### src/rtl/memory_pkg.sv
// Encodings shared by the cache/memory arbiter and its round-robin picker.
package memory_pkg;

    typedef enum logic [1:0] {
        IDLE = 2'b00,
        BUSY = 2'b01,
        DONE = 2'b10
    } arb_state_e;

    localparam logic REQ_ICACHE = 1'b0;
    localparam logic REQ_DCACHE = 1'b1;

    localparam logic OP_READ  = 1'b0;
    localparam logic OP_WRITE = 1'b1;

endpackage

### src/rtl/rr_arbiter2.sv
// Two-way round-robin picker: a tie goes to whichever requester was not served last.
module rr_arbiter2
    import memory_pkg::*;
(
    input  logic       clk,
    input  logic       reset,
    input  logic [1:0] req,
    input  logic       update,
    output logic [1:0] grant
);

    logic last_grant_q;

    always_comb begin
        grant = req;
        if (req == 2'b11) begin
            grant = (last_grant_q == REQ_ICACHE) ? 2'b10 : 2'b01;
        end
    end

    always_ff @(posedge clk or posedge reset) begin
        if (reset) begin
            last_grant_q <= REQ_ICACHE;
        end else if (update && (grant != 2'b00)) begin
            last_grant_q <= grant[REQ_DCACHE];
        end
    end

endmodule

### src/rtl/memory_arbiter.sv
// Shares one line-wide main memory between the instruction and data caches,
// latching the winner's command and sequencing the memory handshake.
module memory_arbiter
    import memory_pkg::*;
#(
    parameter int ADDRESS_SIZE    = 12,
    parameter int CACHE_LINE_SIZE = 128
) (
    input  logic                       clk,
    input  logic                       reset,

    input  logic                       icache_req,
    input  logic                       icache_op,
    input  logic [ADDRESS_SIZE-1:0]    icache_address,
    input  logic [CACHE_LINE_SIZE-1:0] icache_data_in,
    output logic                       icache_ready,
    output logic [CACHE_LINE_SIZE-1:0] icache_data_out,

    input  logic                       dcache_req,
    input  logic                       dcache_op,
    input  logic [ADDRESS_SIZE-1:0]    dcache_address,
    input  logic [CACHE_LINE_SIZE-1:0] dcache_data_in,
    output logic                       dcache_ready,
    output logic [CACHE_LINE_SIZE-1:0] dcache_data_out,

    output logic                       mem_enable,
    output logic                       mem_op,
    output logic [ADDRESS_SIZE-1:0]    mem_address,
    output logic [CACHE_LINE_SIZE-1:0] mem_data_in,
    output logic                       mem_op_init,
    output logic                       mem_op_done,
    input  logic [CACHE_LINE_SIZE-1:0] mem_data_out,
    input  logic                       mem_data_ready
);

    arb_state_e                 state_q;
    logic                       winner_q;
    logic                       op_q;
    logic [ADDRESS_SIZE-1:0]    addr_q;
    logic [CACHE_LINE_SIZE-1:0] wdata_q;
    logic                       op_init_q;
    logic                       op_done_q;
    logic                       icache_ready_q;
    logic                       dcache_ready_q;
    logic [CACHE_LINE_SIZE-1:0] icache_rdata_q;
    logic [CACHE_LINE_SIZE-1:0] dcache_rdata_q;

    logic [1:0]                 req;
    logic [1:0]                 grant;
    logic                       can_grant;
    logic                       cmd_op_d;
    logic [ADDRESS_SIZE-1:0]    cmd_addr_d;
    logic [CACHE_LINE_SIZE-1:0] cmd_data_d;

    assign req = {dcache_req, icache_req};

    // DONE may hand straight over to the next requester; the data_ready still
    // visible then is our own result, already being retired by mem_op_done.
    assign can_grant = ((state_q == IDLE) && !mem_data_ready) || (state_q == DONE);

    rr_arbiter2 u_rr (
        .clk    (clk),
        .reset  (reset),
        .req    (req),
        .update (can_grant),
        .grant  (grant)
    );

    always_comb begin
        cmd_op_d   = icache_op;
        cmd_addr_d = icache_address;
        cmd_data_d = icache_data_in;
        if (grant[REQ_DCACHE]) begin
            cmd_op_d   = dcache_op;
            cmd_addr_d = dcache_address;
            cmd_data_d = dcache_data_in;
        end
    end

    always_ff @(posedge clk or posedge reset) begin
        if (reset) begin
            state_q        <= IDLE;
            winner_q       <= REQ_ICACHE;
            op_q           <= 1'b0;
            addr_q         <= '0;
            wdata_q        <= '0;
            op_init_q      <= 1'b0;
            op_done_q      <= 1'b0;
            icache_ready_q <= 1'b0;
            dcache_ready_q <= 1'b0;
            icache_rdata_q <= '0;
            dcache_rdata_q <= '0;
        end else begin
            op_init_q      <= 1'b0;
            op_done_q      <= 1'b0;
            icache_ready_q <= 1'b0;
            dcache_ready_q <= 1'b0;
            case (state_q)
                IDLE, DONE: begin
                    state_q <= IDLE;
                    if (!can_grant) begin
                        // Result orphaned by a reset: retire it before granting anyone.
                        op_done_q <= 1'b1;
                    end else if (grant != 2'b00) begin
                        state_q   <= BUSY;
                        winner_q  <= grant[REQ_DCACHE];
                        op_q      <= cmd_op_d;
                        addr_q    <= cmd_addr_d;
                        wdata_q   <= cmd_data_d;
                        op_init_q <= 1'b1;
                    end
                end
                BUSY: begin
                    if (mem_data_ready) begin
                        if (winner_q == REQ_DCACHE) begin
                            dcache_rdata_q <= mem_data_out;
                            dcache_ready_q <= 1'b1;
                        end else begin
                            icache_rdata_q <= mem_data_out;
                            icache_ready_q <= 1'b1;
                        end
                        op_done_q <= 1'b1;
                        state_q   <= DONE;
                    end
                end
                default: state_q <= IDLE;
            endcase
        end
    end

    // Combinational so memory never sees enable alongside its own result.
    assign mem_enable      = (state_q == BUSY) && !mem_data_ready;
    assign mem_op          = op_q;
    assign mem_address     = addr_q;
    assign mem_data_in     = wdata_q;
    assign mem_op_init     = op_init_q;
    assign mem_op_done     = op_done_q;
    assign icache_ready    = icache_ready_q;
    assign dcache_ready    = dcache_ready_q;
    assign icache_data_out = icache_rdata_q;
    assign dcache_data_out = dcache_rdata_q;

endmodule

### config.mk
export PLATFORM = sky130hd
export DESIGN_NAME = memory_arbiter
export DESIGN_NICKNAME = d
export VERILOG_FILES = /design/src/rtl/memory_pkg.sv /design/src/rtl/rr_arbiter2.sv /design/src/rtl/memory_arbiter.sv
export SDC_FILE = /design/constraint.sdc
export NUM_CORES = 1
export LEC_CHECK = 0
export ABC_AREA = 1
export BUFFER_PORTS_ARGS = -buffer_cell sky130_fd_sc_hd__buf_2
export CORE_AREA = 3 3 316 318
export DETAILED_ROUTE_END_ITERATION = 10
export DIE_AREA = 0 0 319 321
export RECOVER_POWER = 50
export SYNTH_ARGS = -nofsm -noshare
export SYNTH_HDL_FRONTEND = slang
export SYNTH_HIERARCHICAL = 1
export SYNTH_SLANG_ARGS = --single-unit
### constraint.sdc
create_clock -name clk -period 12.8 [get_ports clk]
set_input_delay 0.64 -clock clk [delete_from_list [all_inputs] [get_ports clk]]
set_output_delay 0.64 -clock clk [all_outputs]
set_load 0.02 [all_outputs]
==> results.yml <==
timing:
  worst_slew_pin_slew_ns: 4.74
  slew_headroom_pct: -218
  hold_viol_final: 0
  grt_setup_unrepaired: "no"
  setup_tns_ns: 0
  slew_viol_final: 295
  timing.final.crit_share_pct: 42.8
  max_freq_mhz: 182
  layout_min_cycle_time_ns: 5.48
  finClkSkew_ns: 0.0251
  layout_setup_ws_ns: 7.32
  setup_viol: 0
  whs_ns: 0.326
setup_path:
  endpoint_kind: "asynchronous set/reset pin"
  critical_path.max_stage_delay_ns: 2.62
  worst_r2r_path_depth: 5
  r2r_start: "state_q[0]"
  required_ns: 13.35
  rrSetupSlack_ns: 7.89
  crit_type: "primary input to asynchronous set/reset pin"
  critPathMaxFanout: 100
  cp.arrival_ns: 6.03
  critPathSlowestCell: "clkinvlp_2"
  timing.rr.end: "dcache_data_out[85]"
  crit_top_cell: "buf_4"
  path_cells: "dlygate4sd3_1 > clkbuf_1 > clkinvlp_2 > buf_4 > buf_4"
  startpoint_type: "primary input"
global_routing:
  grt_max_degree: 167
  grt-ovfl-total: 0
  gr-usage-all-layers_pct: 14.1
  grt_pass1_vias: 15800
  antenna_found_initial: 24
  grt_pass1_wl_microns: 108000
route:
  drt_iter0_markers: 1243
  final_antenna_net_count: 0
  viasPerCell: 3.94
  num_vias: 16200
  routed_wl_microns: 76100
  drcViolationCount: 0
  drt-wirelength-per-cell_microns: 18.5
  first_pass_iters: 5
cells_and_area:
  area_growth_pct: 37.9
  drive_gt1_share_pct: 17.9
  num-nets-final: 3222
die:
  dieArea_sq_um: 102000
  start_util_pct: 17.5
  die_y_microns: 321
  placementRows: 114
  core-area_sq_um: 96900
  dieWidth_microns: 319
  ios: 817
min_path:
  hp-start: "mem_data_out[62]"
  holdPathEnd: "icache_data_out[62]"
  hp-class: "primary input to flip-flop"
  hold_depth: 3
clock_network:
  cts_tree: "yes"
  clk_pin_slew_ns: 0.06
  clock_latency_ns: 0.58
  cts_buffer_depth: 3
  cts_buffers: 47
  clock-sinks: 405
  post_cts_resized: 0
  cts-root-buf: "clkbuf_16"
  cts.htree.levels: 2
run_status:
  violations: "max-capacitance violations, max-slew violations"
  status: "complete, but fails checks"
placed_design:
  gp_congestion: 0.854
  io_buffers: 816
  hpwl_microns: 60500
  dp_slack_ns: 8.92
yosys:
  postSynthAreaPerCell_sq_um: 8.24
  ys_ff_latch: 405
  seq_area_frac_synth_pct: 59.8
  yosysMostFrequentCell: "nand2_1"
  synth_warnings: 6
  synthDominantCellAreaShare_pct: 59.8
  ys_top_cells_by_count: "nand2_1 (969), dfrtp_1 (405), o21ai_0 (256)"
  synth_edf_count: 0
  synth_area_leader_cell: "dfrtp_1"
  synthArstFlopShare_pct: 100
  synth_flop_cell: "dfrtp_1"
  syn_nets: 2471
  synth_cell_types: 18
  syn-instance-count: 2056
  netlist_top_cells_area: "dfrtp_1 (60%), nand2_1 (21%), o21ai_0 (7.6%), nand3_1 (4.2%), inv_1 (3.1%)"
  syn_area_sq_um: 16900
power_and_ir_drop:
  p_leak_nw: 12.3
  powerDensity_nw_per_um2: 261
  power_mw: 6.09
  peakVddDrop_mv: 0.0909
run:
  drv_cap: 4
-- state kept, by name, indices dropped and copies added, names as in the netlist --
signal             flops
mem_data_in          128
state_q                2
mem_op_done            1
icache_ready           1
winner_q               1
mem_op_init            1
dcache_ready           1
mem_address           12
u_rr/last_grant_q      1
dcache_data_out      128
mem_op                 1
icache_data_out      128
-- metal layers --
metal,global-route usage (%),part of all wire (%),vias up
li1,-,-,7901
met1,17.8,43,7539
met2,23.7,47,663
met3,3.88,7.6,117
met4,3.84,2.9,4
met5,0,0.036,-
-- final cells by class --
| cell class | instances | area [sq um] |
|---|---|---|
| antenna | 2 | 5.00 |
| clock buffer | 61 | 1300 |
| clock inverter | 23 | 333 |
| fill | 11000 | 73500 |
| inverter | 141 | 533 |
| multi-input combinational | 1378 | 5740 |
| sequential | 405 | 10100 |
| tap | 1276 | 1600 |
| timing repair buffer | 834 | 3720 |
-- logic make-up after synthesis --
kind of cell    count (synthesis)  share of synthesized area (%)
compound gates                260                           7.73
buf+inv                       273                           6.54
flops                         405                           59.8
simple gates                 1118                           25.9
-- power breakdown --
part / switching, mW / leakage [nW] / internal, mW
combinational: 1.86 / 6.42 / 0.593
clock: 0.544 / 0.808 / 0.876
sequential: 0.351 / 5.09 / 1.86
total: 2.76 / 12.3 / 3.33
-- worst max path at each step --
stage / from / end / slack, ns / cells past startpoint
final: reset / dcache_data_out[82] / 7.32 / 5
after global routing: reset / dcache_data_out[81] / 6.48 / 5
after CTS: u_rr/last_grant_q / mem_data_in[56] / 9.34 / 9
after detailed placement: dcache_req / mem_data_in[56] / 8.92 / 10
after global placement: dcache_req / mem_data_in[71] / 8.96 / 10
after floorplan: reset / dcache_data_out[0] / 0.92 / 1
-- worst max-delay path: cells and delay by family --
| family | cells | cell delay, ns |
|---|---|---|
| buffers and inverters | 5 | 5.12 |
-- cell usage in the layout (no fill, tap or decap), types with 2 or more instances in the layout --
cell type / n
buf_2: 414
clkinv_2: 12
nor2_1: 4
clkbuf_1: 413
inv_1: 139
diode_2: 2
buf_4: 13
clkbuf_16: 48
o21ai_0: 256
nand3_1: 142
dfrtp_1: 405
nand2_1: 969
bufinv_16: 8
clkbuf_8: 5
-- through the flow --
stage | cell area (sq um) | util [%] | instances
3_5_place_dp | 22200 | 23.0 | 4033
6_report | 23400 | 24.1 | 4120
5_1_grt | 23400 | 24.1 | 4120
4_1_cts | 23900 | 24.7 | 4118
3_3_place_gp | 22200 | 23.0 | 4033
2_1_floorplan | 16900 | - | 2056
-- repair_timing --
action                     in CTS  in global routing
setup buffers                   0                  0
hold endpoints to repair        1                  0
setup endpoints to repair       0                  0
hold buffers                    1                  0
Note: power is estimated with default switching activity, not from simulation.
